$ cat config.mk
export PLATFORM = sky130hd
export DESIGN_NAME = tlv493_sample_filter
export DESIGN_NICKNAME = d
export VERILOG_FILES = /design/src/rtl/tlv493_sample_filter.sv
export SDC_FILE = /design/constraint.sdc
export NUM_CORES = 1
export LEC_CHECK = 0
export ABC_CLOCK_PERIOD_IN_PS = 35200
export CORE_MARGIN = 2
export CORE_UTILIZATION = 30
export CTS_BUF_LIST = sky130_fd_sc_hd__clkbuf_2 sky130_fd_sc_hd__clkbuf_4 sky130_fd_sc_hd__clkbuf_8
export DETAILED_ROUTE_END_ITERATION = 12
export MAX_ROUTING_LAYER = met4
export PLACE_DENSITY = 0.55
export SYNTH_ARGS = -nofsm -noshare
export SYNTH_HDL_FRONTEND = slang
export SYNTH_SLANG_ARGS = --single-unit
$ cat constraint.sdc
create_clock -name clock -period 35.2 [get_ports clock]
set_clock_uncertainty 0.2 [all_clocks]
set_input_delay 7.04 -clock clock [delete_from_list [all_inputs] [get_ports clock]]
set_output_delay 7.04 -clock clock [all_outputs]
set_load 0.05 [all_outputs]
$ cat src/rtl/tlv493_sample_filter.sv
// tlv493_sample_filter: offset correction, 2^k averaging and frame
// continuity checking for decoded TLV493 samples, with Avalon registers.
module tlv493_sample_filter #(
  parameter int AVG_LOG2_MAX = 4
) (
  input  logic        clock,
  input  logic        reset,
  input  logic        sample_valid,
  input  logic [11:0] mag_x,
  input  logic [11:0] mag_y,
  input  logic [11:0] mag_z,
  input  logic [11:0] temp,
  input  logic [1:0]  frame,
  input  logic [15:0] address,
  input  logic        read,
  input  logic        write,
  input  logic [31:0] writedata,
  output logic [31:0] readdata,
  output logic        waitrequest,
  output logic        out_valid,
  output logic [15:0] out_x,
  output logic [15:0] out_y,
  output logic [15:0] out_z
);
  localparam int AW = 16 + AVG_LOG2_MAX;

  logic [7:0]  idx;
  logic        wr_ctrl;
  logic        wr_avg;
  logic        flush;
  logic        clear;
  logic        take;
  logic        done;
  logic        enable;
  logic        seen_first;
  logic        s1_valid;
  logic        rd_ack;
  logic [7:0]  avg_log2;
  logic [7:0]  fill_count;
  logic [7:0]  fill_nxt;
  logic [1:0]  last_frame;
  logic [11:0] temp_q;
  logic [31:0] out_count;
  logic [31:0] rd_mux;
  logic [15:0] frame_err;
  logic        unused_ok;

  logic [11:0]          mag     [3];
  logic signed [15:0]   offset  [3];
  logic signed [15:0]   diff    [3];
  logic signed [15:0]   s1_d    [3];
  logic signed [15:0]   filt    [3];
  logic signed [15:0]   avg_res [3];
  logic signed [AW-1:0] acc     [3];
  logic signed [AW-1:0] acc_nxt [3];
  logic signed [AW-1:0] shifted [3];

  assign idx       = address[15:8];
  assign unused_ok = ^address[7:0];

  assign wr_ctrl = write && (idx == 8'd0);
  assign wr_avg  = write && (idx == 8'd1);
  assign clear   = wr_ctrl && writedata[1];
  // Any window-resetting write also kills the sample arriving this cycle.
  assign flush   = wr_avg || (wr_ctrl && (!writedata[0] || writedata[1]));
  assign take    = sample_valid && enable && !flush;

  assign mag[0] = mag_x;
  assign mag[1] = mag_y;
  assign mag[2] = mag_z;

  assign fill_nxt = fill_count + 8'd1;
  assign done     = fill_nxt == (8'd1 << avg_log2);

  always_comb begin
    for (int i = 0; i < 3; i++) begin
      diff[i]    = {{4{mag[i][11]}}, mag[i]} - offset[i];
      acc_nxt[i] = acc[i] + {{AVG_LOG2_MAX{s1_d[i][15]}}, s1_d[i]};
      shifted[i] = acc_nxt[i] >>> avg_log2;
      avg_res[i] = shifted[i][15:0];
    end
  end

  assign out_x       = filt[0];
  assign out_y       = filt[1];
  assign out_z       = filt[2];
  assign waitrequest = read && !rd_ack;

  always_comb begin
    rd_mux = '0;
    case (idx)
      8'd0:    rd_mux = {31'd0, enable};
      8'd1:    rd_mux = {24'd0, avg_log2};
      8'd2:    rd_mux = {16'd0, offset[0]};
      8'd3:    rd_mux = {16'd0, offset[1]};
      8'd4:    rd_mux = {16'd0, offset[2]};
      8'd5:    rd_mux = {{16{filt[0][15]}}, filt[0]};
      8'd6:    rd_mux = {{16{filt[1][15]}}, filt[1]};
      8'd7:    rd_mux = {{16{filt[2][15]}}, filt[2]};
      8'd8:    rd_mux = {20'd0, temp_q};
      8'd9:    rd_mux = out_count;
      8'd10:   rd_mux = {16'd0, frame_err};
      8'd11:   rd_mux = {16'd0, fill_count, 6'd0, last_frame};
      default: rd_mux = '0;
    endcase
  end

  always_ff @(posedge clock or posedge reset) begin
    if (reset) begin
      enable     <= 1'b1;
      avg_log2   <= '0;
      seen_first <= 1'b0;
      last_frame <= '0;
      temp_q     <= '0;
      frame_err  <= '0;
      out_count  <= '0;
      fill_count <= '0;
      s1_valid   <= 1'b0;
      out_valid  <= 1'b0;
      rd_ack     <= 1'b0;
      readdata   <= '0;
      for (int i = 0; i < 3; i++) begin
        offset[i] <= '0;
        s1_d[i]   <= '0;
        acc[i]    <= '0;
        filt[i]   <= '0;
      end
    end else begin
      if (wr_ctrl)
        enable <= writedata[0];
      if (wr_avg)
        avg_log2 <= (writedata > 32'(AVG_LOG2_MAX)) ?
                    8'(AVG_LOG2_MAX) : writedata[7:0];
      for (int i = 0; i < 3; i++)
        if (write && idx == 8'(i + 2))
          offset[i] <= writedata[15:0];

      s1_valid <= take;
      if (take) begin
        s1_d       <= diff;
        temp_q     <= temp;
        last_frame <= frame;
        seen_first <= 1'b1;
        if (seen_first && frame != last_frame + 2'd1 &&
            frame_err != 16'hFFFF)
          frame_err <= frame_err + 16'd1;
      end

      out_valid <= 1'b0;
      if (flush) begin
        fill_count <= '0;
        for (int i = 0; i < 3; i++) acc[i] <= '0;
      end else if (s1_valid) begin
        if (done) begin
          filt       <= avg_res;
          out_valid  <= 1'b1;
          out_count  <= out_count + 32'd1;
          fill_count <= '0;
          for (int i = 0; i < 3; i++) acc[i] <= '0;
        end else begin
          acc        <= acc_nxt;
          fill_count <= fill_nxt;
        end
      end

      if (clear) begin
        out_count  <= '0;
        frame_err  <= '0;
        seen_first <= 1'b0;
      end

      // One wait state: capture on the first cycle read is seen.
      if (!read) begin
        rd_ack <= 1'b0;
      end else if (!rd_ack) begin
        rd_ack   <= 1'b1;
        readdata <= rd_mux;
      end
    end
  end
endmodule

==> out/results.tsv, run 1 <==
stage	metric	value	unit
floorplan	Die X	277	µm
synthesis	#FFs+latches synth	319	
synthesis	EDFF count, synth	0	
detailed_routing	antenna-violating nets left	0	
synthesis	Post-Synth Simple-Gate Area	16.9	%
clocking	CTS root buffer	clkbuf_8	
detailed_routing	WL/cell	24.3	µm
sta	RSZ-0062 raised after global routing	no	
synthesis	post-synthesis compound-gate area fraction	24.5	%
global_routing	initial antenna violation count	6	
synthesis	Avg Inst Size Synth	8.62	µm²
sta	final hold vios	0	
power	Power Density	51.4	nW/µm²
clocking	CTS tree	done	
global_routing	number of global-route vias before repair	20877	
clocking	Hold Buf Count CTS	0	
clocking	Clock Path Buffers	3	
power	internal power	0.809	mW
synthesis	mux contribution to synthesized area	7.00	%
power	Comb pwr share	38.4	%
synthesis	Synth Flop Type	dfrtp_1	
clocking	post-CTS setup buffer count	0	
worst_setup_path	crit end category	output port	
hold_path	hold path startpoint	temp_q[2]	
worst_setup_path	Worst R2R Path Depth	13	
layout	share of cells above drive strength 1	9.59	%
synthesis	post-synthesis sequential area ratio	35.7	%
clocking	post_cts resized	0	
worst_setup_path	Reg2Reg Setup Slack	29.99	ns
sta	Worst-Margin Slew	1.28	ns
detailed_routing	DR vias/cell	5.72	
floorplan	Die H	277	µm
global_routing	first-pass GRT wire length	135000	µm
sta	final setup vio count	0	
floorplan	Core Region	74100	µm²
detailed_routing	DR iter-0 viols	2148	
power	Sw Pwr	0.542	mW
detailed_routing	DRC viols	0	
power	Net Sw Frac	40.1	%
detailed_routing	DRT Wirelength	90500	µm
worst_setup_path	CP Depth	5	
power	Pleak	11.3	nW
worst_setup_path	crit-path max cell delay	0.82	ns
synthesis	synth top area cells	dfrtp_1, ha_1, nand2_1, o21ai_0, a21oi_1	
worst_setup_path	CP Cell Sequence	clkdlybuf4s50_1 -> nand2b_1 -> buf_4 -> inv_1 -> clkdlybuf4s50_1	
synthesis	main combinational cell family by area after synthesis	compound AO/OA/AOI/OAI gates	
floorplan	Starting Density	30.2	%
floorplan	Rows	100	
status	status	completed	
detailed_routing	via count	21315	
hold_path	hold path cells	2	
clocking	Max H-tree Level	2	
power	Tot Pwr	1.35	mW
synthesis	Mapped Area	22400	µm²
layout	Final #Nets	2924	
worst_setup_path	RR Endpoint	out_x[0]	
layout	commonest cells after routing, fill and taps aside	nand2_1, dfrtp_1, o21ai_0, nor2_1, clkdlybuf4s50_1	
power	sequential share of power	33.0	%
floorplan	Die ar.	76700	µm²
worst_setup_path	crit path launch type	primary input	
power	worst vdd ir	29.6	µV
detailed_routing	DRT Pass-1 Iters	6	
clocking	CTS buffer count	57	
power	clock share of power	28.6	%
place	input/output buffers	176	
synthesis	Post-Syn Instances	2592	
synthesis	Synth cell types	97	
global_routing	largest net degree at the start of global routing	117	
layout	utilization after layout	35.5	%
sta	min Tclk post-route	16.05	ns
synthesis	Synth Area in XOR/XNOR	4.98	%
sta	setup tns final	0	ns
clocking	CTS Sinks	319	
place	gpl congestion	0.973	
synthesis	Yosys top cell by area	dfrtp_1	
worst_setup_path	largest fanout on the critical path	34	
floorplan	Ports	185	
layout	leading cell type in the layout, fill and taps excluded	nand2_1	
worst_setup_path	Worst path slowest cell	clkdlybuf4s50_1	
worst_setup_path	CP delay by family, top	buffers and inverters	
sta	Max Fclk	0.0623	GHz
place	Post-DP HPWL	68000	µm
worst_setup_path	worst path bufs/invs	4	
synthesis	Adder-Cell Fraction of Synth Area	6.41	%
synthesis	Synthesized Nets	2806	
worst_setup_path	Worst EP required	27.96	ns
hold_path	hold path endpoint	temp_q[2]	
worst_setup_path	r2r startpoint	avg_log2[2]	
sta	Period Utilization, post-route	45.6	%
flow_run	Max-Cap Viols	0	
synthesis	Post-synth ARST share	100	%
global_routing	GRT Total Usage	23.9	%
sta	pins over their slew limit	0	
worst_setup_path	most frequent CP cell	clkdlybuf4s50_1	
worst_setup_path	CP Class	in2out	
synthesis	yosys warns	0	
global_routing	grt total ovfl	0	
clocking	clk slew on worst S/H paths	0.06	ns
hold_path	Min-Delay Path Class	reg2reg	
synthesis	Synth top area share	35.6	%
clocking	worst-skew pair later-pin latency	0.71	ns
layout	area grow syn2layout	17.6	%
sta	Rel. slew slack	14.6	%
worst_setup_path	CP arrival	8.81	ns
layer usage:
metal  GRT usage (%)  share of wire (%)  vias up
li1                -                  -     9738
met1            31.6                 44    10647
met2            37.0                 46      790
met3            4.24                6.9      140
met4            7.73                3.3        0
met5               -                  0        -
state kept, by name, indices dropped and copies added, names as in the netlist, 32 cells and up:
| register | count |
|---|---|
| s1_d | 48 |
| acc | 60 |
| offset | 48 |
| readdata | 32 |
| out_count | 32 |
power by group through the flow:
stage                     Sequential (mW)  Clock, mW  Combinational [mW]
final                               0.445      0.387               0.518
after global routing                0.449      0.407               0.565
after CTS                           0.445      0.393               0.513
after detailed placement            0.451          0               0.510
after global placement              0.450          0               0.504
after floorplan                     0.436          0               0.354
per-stage QoR:
step | setup slack, ns | hold slack, ns | instances | area, µm²
3_3_place_gp | 19.15 | 0.264 | 3620 | 25000
6_report | 19.15 | 0.276 | 3727 | 26300
2_1_floorplan | 19.13 | 0.241 | 2592 | 22400
3_5_place_dp | 19.15 | 0.263 | 3620 | 25000
4_1_cts | 19.15 | 0.279 | 3723 | 26300
5_1_grt | 19.09 | 0.307 | 3727 | 26300
worst max path at each step:
| stage | start | endpoint | slack (ns) |
|---|---|---|---|
| finish | read | waitrequest | 19.15 |
| global route | read | waitrequest | 19.09 |
| detailed placement | read | waitrequest | 19.15 |
| global placement | read | waitrequest | 19.15 |
| floorplan | reset | acc[0] | 19.13 |
| CTS | read | waitrequest | 19.15 |
final cells by class:
class                      instances  area (µm²)
fill                            7658       47800
multi-input combinational       2018       13400
sequential                       319        7990
timing repair buffer             212        2020
tap                              969        1210
clock buffer                      89        1120
inverter                         102         390
clock inverter                    14         116
antenna                            4        10.0
synth_stat cells (21+ instances only):
| library cell | count |
|---|---|
| and3_1 | 24 |
| a31oi_1 | 29 |
| nor2_1 | 210 |
| xnor2_1 | 61 |
| o211ai_1 | 36 |
| ha_1 | 105 |
| o31ai_1 | 23 |
| clkbuf_1 | 121 |
| o21ai_0 | 229 |
| inv_1 | 99 |
| mux2i_1 | 48 |
| mux2_2 | 67 |
| a22o_1 | 42 |
| nand3_1 | 66 |
| nand2_1 | 320 |
| a21oi_1 | 165 |
| o22ai_1 | 21 |
| a211oi_1 | 36 |
| nand2b_1 | 25 |
| a22oi_1 | 24 |
| xor2_1 | 66 |
| nand4_1 | 23 |
| or3_1 | 21 |
| nor3_1 | 55 |
| a21o_1 | 35 |
| dfrtp_1 | 318 |
kinds of logic after synthesis:
logic type | after synthesis
simple gates | 826
compound gates | 824
flops | 319
buf+inv | 255
mux | 130
xor+xnor | 127
fa+ha+maj | 111
worst register-to-register path: cells and delay by family (launching register included):
| family | cells | cell delay [ns] |
|---|---|---|
| buf+inv | 3 | 1.38 |
| compound gates | 7 | 1.37 |
| flops | 1 | 0.39 |
| simple gates | 3 | 1.73 |
Note: power is estimated with default switching activity, not from simulation.
==> run 2: changes to the inputs <==
ABC_CLOCK_PERIOD_IN_PS = 13100   (was 35200)
PLACE_DENSITY = 0.56   (was 0.55)
clock period = 13.1 ns   (was 35.2 ns; I/O delays follow)
==> run 2 against run 1 <==
Against the previous run: die area did not move; worst setup slack got worse by 13 ns; design area rose by 0.42%; highest routed layer unchanged; global-route usage fell by 1.0 points; sequential share of layout area fell by 0.12 points; total power rose to 2.7 times the previous value; largest cell class unchanged; combinational power rose to 2.6 times the previous value; sequential power rose to 2.7 times the previous value; clock-buffer cell count rose by 7.
==> out/results.tsv, run 2 (synthesis results as in run 1) <==
stage	metric	value	unit	change
status	status	completed		
clocking	Clock Path Buffers	3		unchanged
clocking	Max H-tree Level	2		unchanged
power	worst vdd ir	75.4	µV	+150%
floorplan	Die ar.	76700	µm²	unchanged
global_routing	largest net degree at the start of global routing	130		+11%
layout	commonest cells after routing, fill and taps aside	nand2_1, dfrtp_1, o21ai_0, nor2_1, clkdlybuf4s50_1		
layout	number of fillers in the final layout	7754		+1.3%
sta	final setup vio count	0		unchanged
worst_setup_path	crit end category	output port		
sta	pins over their slew limit	0		unchanged
clocking	clk slew on worst S/H paths	0.06	ns	about the same
worst_setup_path	CP Class	in2out		
global_routing	GRT Total Usage	22.8	%	-1.0 points
detailed_routing	DR vias/cell	5.70		-0.41%
worst_setup_path	r2r startpoint	avg_log2[5]		
place	Area after DPL	25100	µm²	about the same
worst_setup_path	largest fanout on the critical path	34		unchanged
detailed_routing	WL/cell	23.3	µm	-4.2%
floorplan	Die H	277	µm	unchanged
layout	Final #Nets	2924		unchanged
floorplan	Starting Density	30.2	%	unchanged
sta	Worst-Margin Slew	1.15	ns	-0.124 ns
clocking	CTS root buffer	clkbuf_8		
layout	utilization after layout	35.6	%	+0.15 points
global_routing	first-pass GRT wire length	130000	µm	-3.6%
detailed_routing	via count	21267		-0.23%
layout	Biggest register	acc		
layout	area grow syn2layout	18.1	%	
floorplan	Die X	277	µm	unchanged
power	Pleak	11.3	nW	+0.34%
floorplan	Ports	185		unchanged
sta	setup tns final	0	ns	unchanged
place	gpl congestion	0.931		-4.3%
detailed_routing	DRC viols	0		unchanged
place	Post-DP HPWL	63800	µm	-6.2%
global_routing	number of global-route vias before repair	20392		-2.3%
sta	Max Fclk	0.139	GHz	
layout	Multi-input gate area	13400	µm²	about the same
worst_setup_path	CP arrival	4.39	ns	-4.42 ns
sta	RSZ-0062 raised after global routing	no		
clocking	post-CTS setup buffer count	0		unchanged
layout	biggest regs	acc: 60 flops, offset: 48 flops, s1_d: 48 flops		
power	Tot Pwr	3.67	mW	+170%
clocking	worst-skew pair later-pin latency	0.70	ns	about the same
sta	Rel. slew slack	22.6	%	+8.0 points
clocking	CTS Sinks	319		unchanged
layout	leading cell type in the layout, fill and taps excluded	nand2_1		
global_routing	grt total ovfl	0		unchanged
layout	post-route cell area	26400	µm²	+0.42%
floorplan	Core Region	74100	µm²	unchanged
detailed_routing	DR iter-0 viols	2159		+0.51%
layout	share of cells above drive strength 1	9.68	%	+0.098 points
clocking	Hold Buf Count CTS	0		unchanged
worst_setup_path	CP startpoint	read		
clocking	CTS buffer count	57		unchanged
detailed_routing	DRT Wirelength	86900	µm	-4.0%
detailed_routing	antenna-violating nets left	0		unchanged
floorplan	Rows	100		unchanged
flow_run	Max-Cap Viols	0		unchanged
power	Power Density	139	nW/µm²	+170%
worst_setup_path	crit path launch type	primary input		
worst_setup_path	Worst EP required	10.28	ns	-17.68 ns
hold_path	Min-Delay Path Class	reg2reg		
clocking	CTS tree	done		
clocking	post_cts resized	0		unchanged
place	input/output buffers	176		unchanged
sta	Period Utilization, post-route	55.1	%	
global_routing	initial antenna violation count	9		+3
layout	max FFs per register	60		unchanged
layout	FF/Latch Area	7990	µm²	about the same
hold_path	hold path startpoint	temp_q[4]		
sta	min Tclk post-route	7.21	ns	
detailed_routing	DRT Pass-1 Iters	10		+4
sta	final hold vios	0		unchanged
==> run 2: cell types whose count changed in the layout (fill, tap and decap cells not counted), moves of 2 or more <==
| cell | change |
|---|---|
| clkinv_2 | -6 |
| clkbuf_4 | +4 |
| diode_2 | +4 |
| clkbuf_8 | +3 |
| bufinv_16 | +2 |
==> run 2: metal layers <==
layer	routed length (µm)	vias up	global-route usage, %
met3	7090	171	4.42
li1	-	9767	-
met5	0	-	-
met2	38600	946	34.5
met4	3230	0	8.00
met1	37900	10383	30.5
==> run 2: report_power, final <==
part           internal, mW  switching [mW]
clock                 0.634           0.472
sequential             1.09           0.112
combinational         0.508           0.855
total                  2.23            1.44
==> run 2: worst max-delay path, cell delays in order <==
cell and delay [ns]:
clkdlybuf4s50_1 0.48, nand2b_1 0.06, buf_4 0.24, inv_1 0.16
clkdlybuf4s50_1 0.82
==> run 2: stage by stage <==
step                      hold WS, ns  setup WS (ns)  std cells
final                           0.277           5.89       3734
after global placement          0.260           5.88       3620
after global routing            0.296           5.81       3734
after floorplan                 0.241           1.45       2592
after CTS                       0.278           5.88       3726
after detailed placement        0.262           5.88       3620
==> run 2: path summary, 6_finish.rpt <==
path                               end  slack, ns  depth (start not counted)
max reg2reg                   out_x[0]       8.08                         12
min in group asynchronous     s1_valid       2.27                          2
min                          temp_q[4]       0.28                          2
max                        waitrequest       5.89                          5
min reg2reg                  temp_q[4]       0.28                          2
max in group asynchronous  avg_log2[2]       8.27                          4
==> run 2: layout make-up <==
| class | count | share of cell area [%] |
|---|---|---|
| Antenna cell | 8 | 0.0758 |
| Clock buffer | 96 | 4.53 |
| Clock inverter | 10 | 0.526 |
| Inverter | 102 | 1.48 |
| Multi-Input combinational cell | 2018 | 50.8 |
| Sequential cell | 319 | 30.3 |
| Tap cell | 969 | 4.59 |
| Timing Repair Buffer | 212 | 7.70 |
==> run 3: changes to the inputs <==
ABC_CLOCK_PERIOD_IN_PS = 6900   (was 13100)
PLACE_DENSITY = 0.55   (was 0.56)
clock period = 6.9 ns   (was 13.1 ns; I/O delays follow)
==> run 3 against run 2 <==
Against the previous run: worst hold slack lost 0.0032 ns; critical endpoint is now out_z[6]; critical path depth rose by 5; highest routed layer unchanged; die area did not move; first-iteration DRC count fell by 5.2%; via count rose by 2.0%; non-clock buffer count is the same; register-to-register slack lost 6.2 ns; largest cell class unchanged; global-route usage is 1.0 points higher.
==> out/results.tsv, run 3 (synthesis results as in run 1) <==
stage	metric	value	unit	change
clocking	CTS tree	done		
layout	share of cells above drive strength 1	9.68	%	unchanged
detailed_routing	DRC viols	0		unchanged
layout	number of fillers in the final layout	7722		-0.41%
global_routing	grt total ovfl	0		unchanged
floorplan	Ports	185		unchanged
clocking	Clock Path Buffers	3		unchanged
global_routing	largest net degree at the start of global routing	161		+24%
worst_setup_path	worst path bufs/invs	0		-4
detailed_routing	DR iter-0 viols	2046		-5.2%
worst_setup_path	CP arrival	5.42	ns	+1.03 ns
clocking	post-CTS setup buffer count	0		unchanged
clocking	clk slew on worst S/H paths	0.07	ns	about the same
sta	final hold vios	0		unchanged
sta	min Tclk post-route	5.03	ns	
clocking	worst-skew pair later-pin latency	0.69	ns	about the same
power	worst vdd ir	144	µV	+91%
hold_path	Min-Delay Path Class	reg2reg		
status	status	completed		
detailed_routing	WL/cell	24.4	µm	+4.7%
sta	Rel. slew slack	14.8	%	-7.8 points
detailed_routing	DR vias/cell	5.81		+2.0%
detailed_routing	DRT Wirelength	90900	µm	+4.7%
place	input/output buffers	176		unchanged
global_routing	number of global-route vias before repair	21152		+3.7%
worst_setup_path	crit end category	register		
layout	area grow syn2layout	18.3	%	
floorplan	Die H	277	µm	unchanged
layout	Biggest register	acc		
layout	biggest regs	acc: 60 flops, offset: 48 flops, s1_d: 48 flops		
worst_setup_path	crit-path max cell delay	1.11	ns	+0.29 ns
global_routing	initial antenna violation count	7		-2
floorplan	Rows	100		unchanged
clocking	CTS Sinks	319		unchanged
detailed_routing	via count	21697		+2.0%
sta	RSZ-0062 raised after global routing	no		
detailed_routing	antenna-violating nets left	0		unchanged
clocking	Hold Buf Count CTS	0		unchanged
sta	setup tns final	0	ns	unchanged
worst_setup_path	Worst path slowest cell	nor4_1		
floorplan	Die ar.	76700	µm²	unchanged
worst_setup_path	most frequent CP cell	a31oi_1		
place	Place WS	1.29	ns	-4.59 ns
sta	setup ws final	1.87	ns	-4.02 ns
global_routing	first-pass GRT wire length	136000	µm	+4.5%
global_routing	GR peak layer	met2		
place	gpl congestion	0.975		+4.7%
worst_setup_path	crit path launch type	register		
power	Power Density	268	nW/µm²	+93%
worst_setup_path	largest fanout on the critical path	8		-76%
sta	pins over their slew limit	0		unchanged
floorplan	Starting Density	30.2	%	unchanged
flow_run	Max-Cap Viols	0		unchanged
sta	final setup vio count	0		unchanged
global_routing	GRT met1 Usage	31.5	%	+0.96 points
worst_setup_path	CP Class	reg2reg		
place	dpl cells	3620		unchanged
sta	Period Utilization, post-route	72.9	%	
sta	Max Fclk	0.199	GHz	
layout	commonest cells after routing, fill and taps aside	nand2_1, dfrtp_1, o21ai_0, nor2_1, clkdlybuf4s50_1		
power	Pleak	11.4	nW	+0.17%
clocking	post_cts resized	0		unchanged
clocking	CTS buffer count	58		+1.8%
layout	final cell count without fillers	3733		-0.027%
place	Post-DP HPWL	68200	µm	+6.9%
global_routing	GRT Total Usage	23.9	%	+1.0 points
clocking	Max H-tree Level	2		unchanged
global_routing	M3 GR Usage	3.73	%	-0.69 points
layout	Final #Nets	2925		+0.034%
floorplan	Core Region	74100	µm²	unchanged
layout	max FFs per register	60		unchanged
detailed_routing	DRT Pass-1 Iters	7		-3
layout	leading cell type in the layout, fill and taps excluded	nand2_1		
floorplan	Die X	277	µm	unchanged
worst_setup_path	CP Cell Sequence	ha_1 -> a21o_1 -> a2bb2oi_1 -> a22oi_1 -> a211oi_2 -> xor2_1 -> nor2_2 -> nor4_1 -> a31oi_1 -> a31oi_1		
sta	Worst-Margin Slew	1.27	ns	+0.114 ns
worst_setup_path	CP delay by family, top	compound AO/OA/AOI/OAI gates		
worst_setup_path	Worst EP required	7.29	ns	-2.99 ns
global_routing	GR met2 Demand/Resource	37.1	%	+2.7 points
clocking	CTS root buffer	clkbuf_8		
==> run 3: final cells by class <==
type	count	area (µm²)	share of cell area [%]
clock inverters	17	229	0.866
repair buffers	212	2050	7.74
diodes	7	17.5	0.0662
inverters	102	387	1.46
flip-flops and latches	319	7990	30.2
clock buffers	89	1130	4.28
well taps	969	1210	4.59
multi-input cells	2018	13400	50.8
==> run 3: worst paths after layout <==
| kind | slack (ns) | cells past startpoint | startpoint | endpoint |
|---|---|---|---|---|
| worst max-delay path | 1.87 | 10 | s1_d[3] | out_z[6] |
| worst min-delay path | 0.27 | 2 | temp_q[3] | temp_q[3] |
| worst max register to register | 1.87 | 10 | s1_d[3] | out_z[6] |
| worst min register to register | 0.27 | 2 | temp_q[3] | temp_q[3] |
| max in group asynchronous | 4.27 | 3 | reset | acc[22] |
| min in group asynchronous | 0.90 | 2 | reset | out_valid |
==> run 3: stage by stage <==
| step | hold WS [ns] | power (mW) | area, µm² | utilization (%) |
|---|---|---|---|---|
| floorplan | 0.241 | 4.04 | 22400 | - |
| global placement | 0.266 | 4.88 | 25100 | 33.8 |
| detailed placement | 0.265 | 4.93 | 25100 | 33.8 |
| CTS | 0.280 | 7.07 | 26400 | 35.7 |
| global route | 0.301 | 7.47 | 26400 | 35.7 |
| finish | 0.274 | 7.09 | 26400 | 35.7 |
==> run 3: power by group <==
part           total [mW]  switching (mW)  internal [mW]
sequential           2.29           0.214           2.07
combinational        2.67            1.70          0.972
clock                2.13           0.898           1.23
total                7.09            2.81           4.28
==> run 3: routing by layer <==
metal  share of wire (%)  wire length (µm)
met1                  44             39800
met2                  45             41100
met3                 7.2              6550
met4                 3.9              3570
met5                   0                 0
==> run 3: worst min-delay path, delay by kind of cell (launching register included) <==
family | cells | cell delay [ns]
DFF | 1 | 0.34
and+or+nand+nor | 2 | 0.10
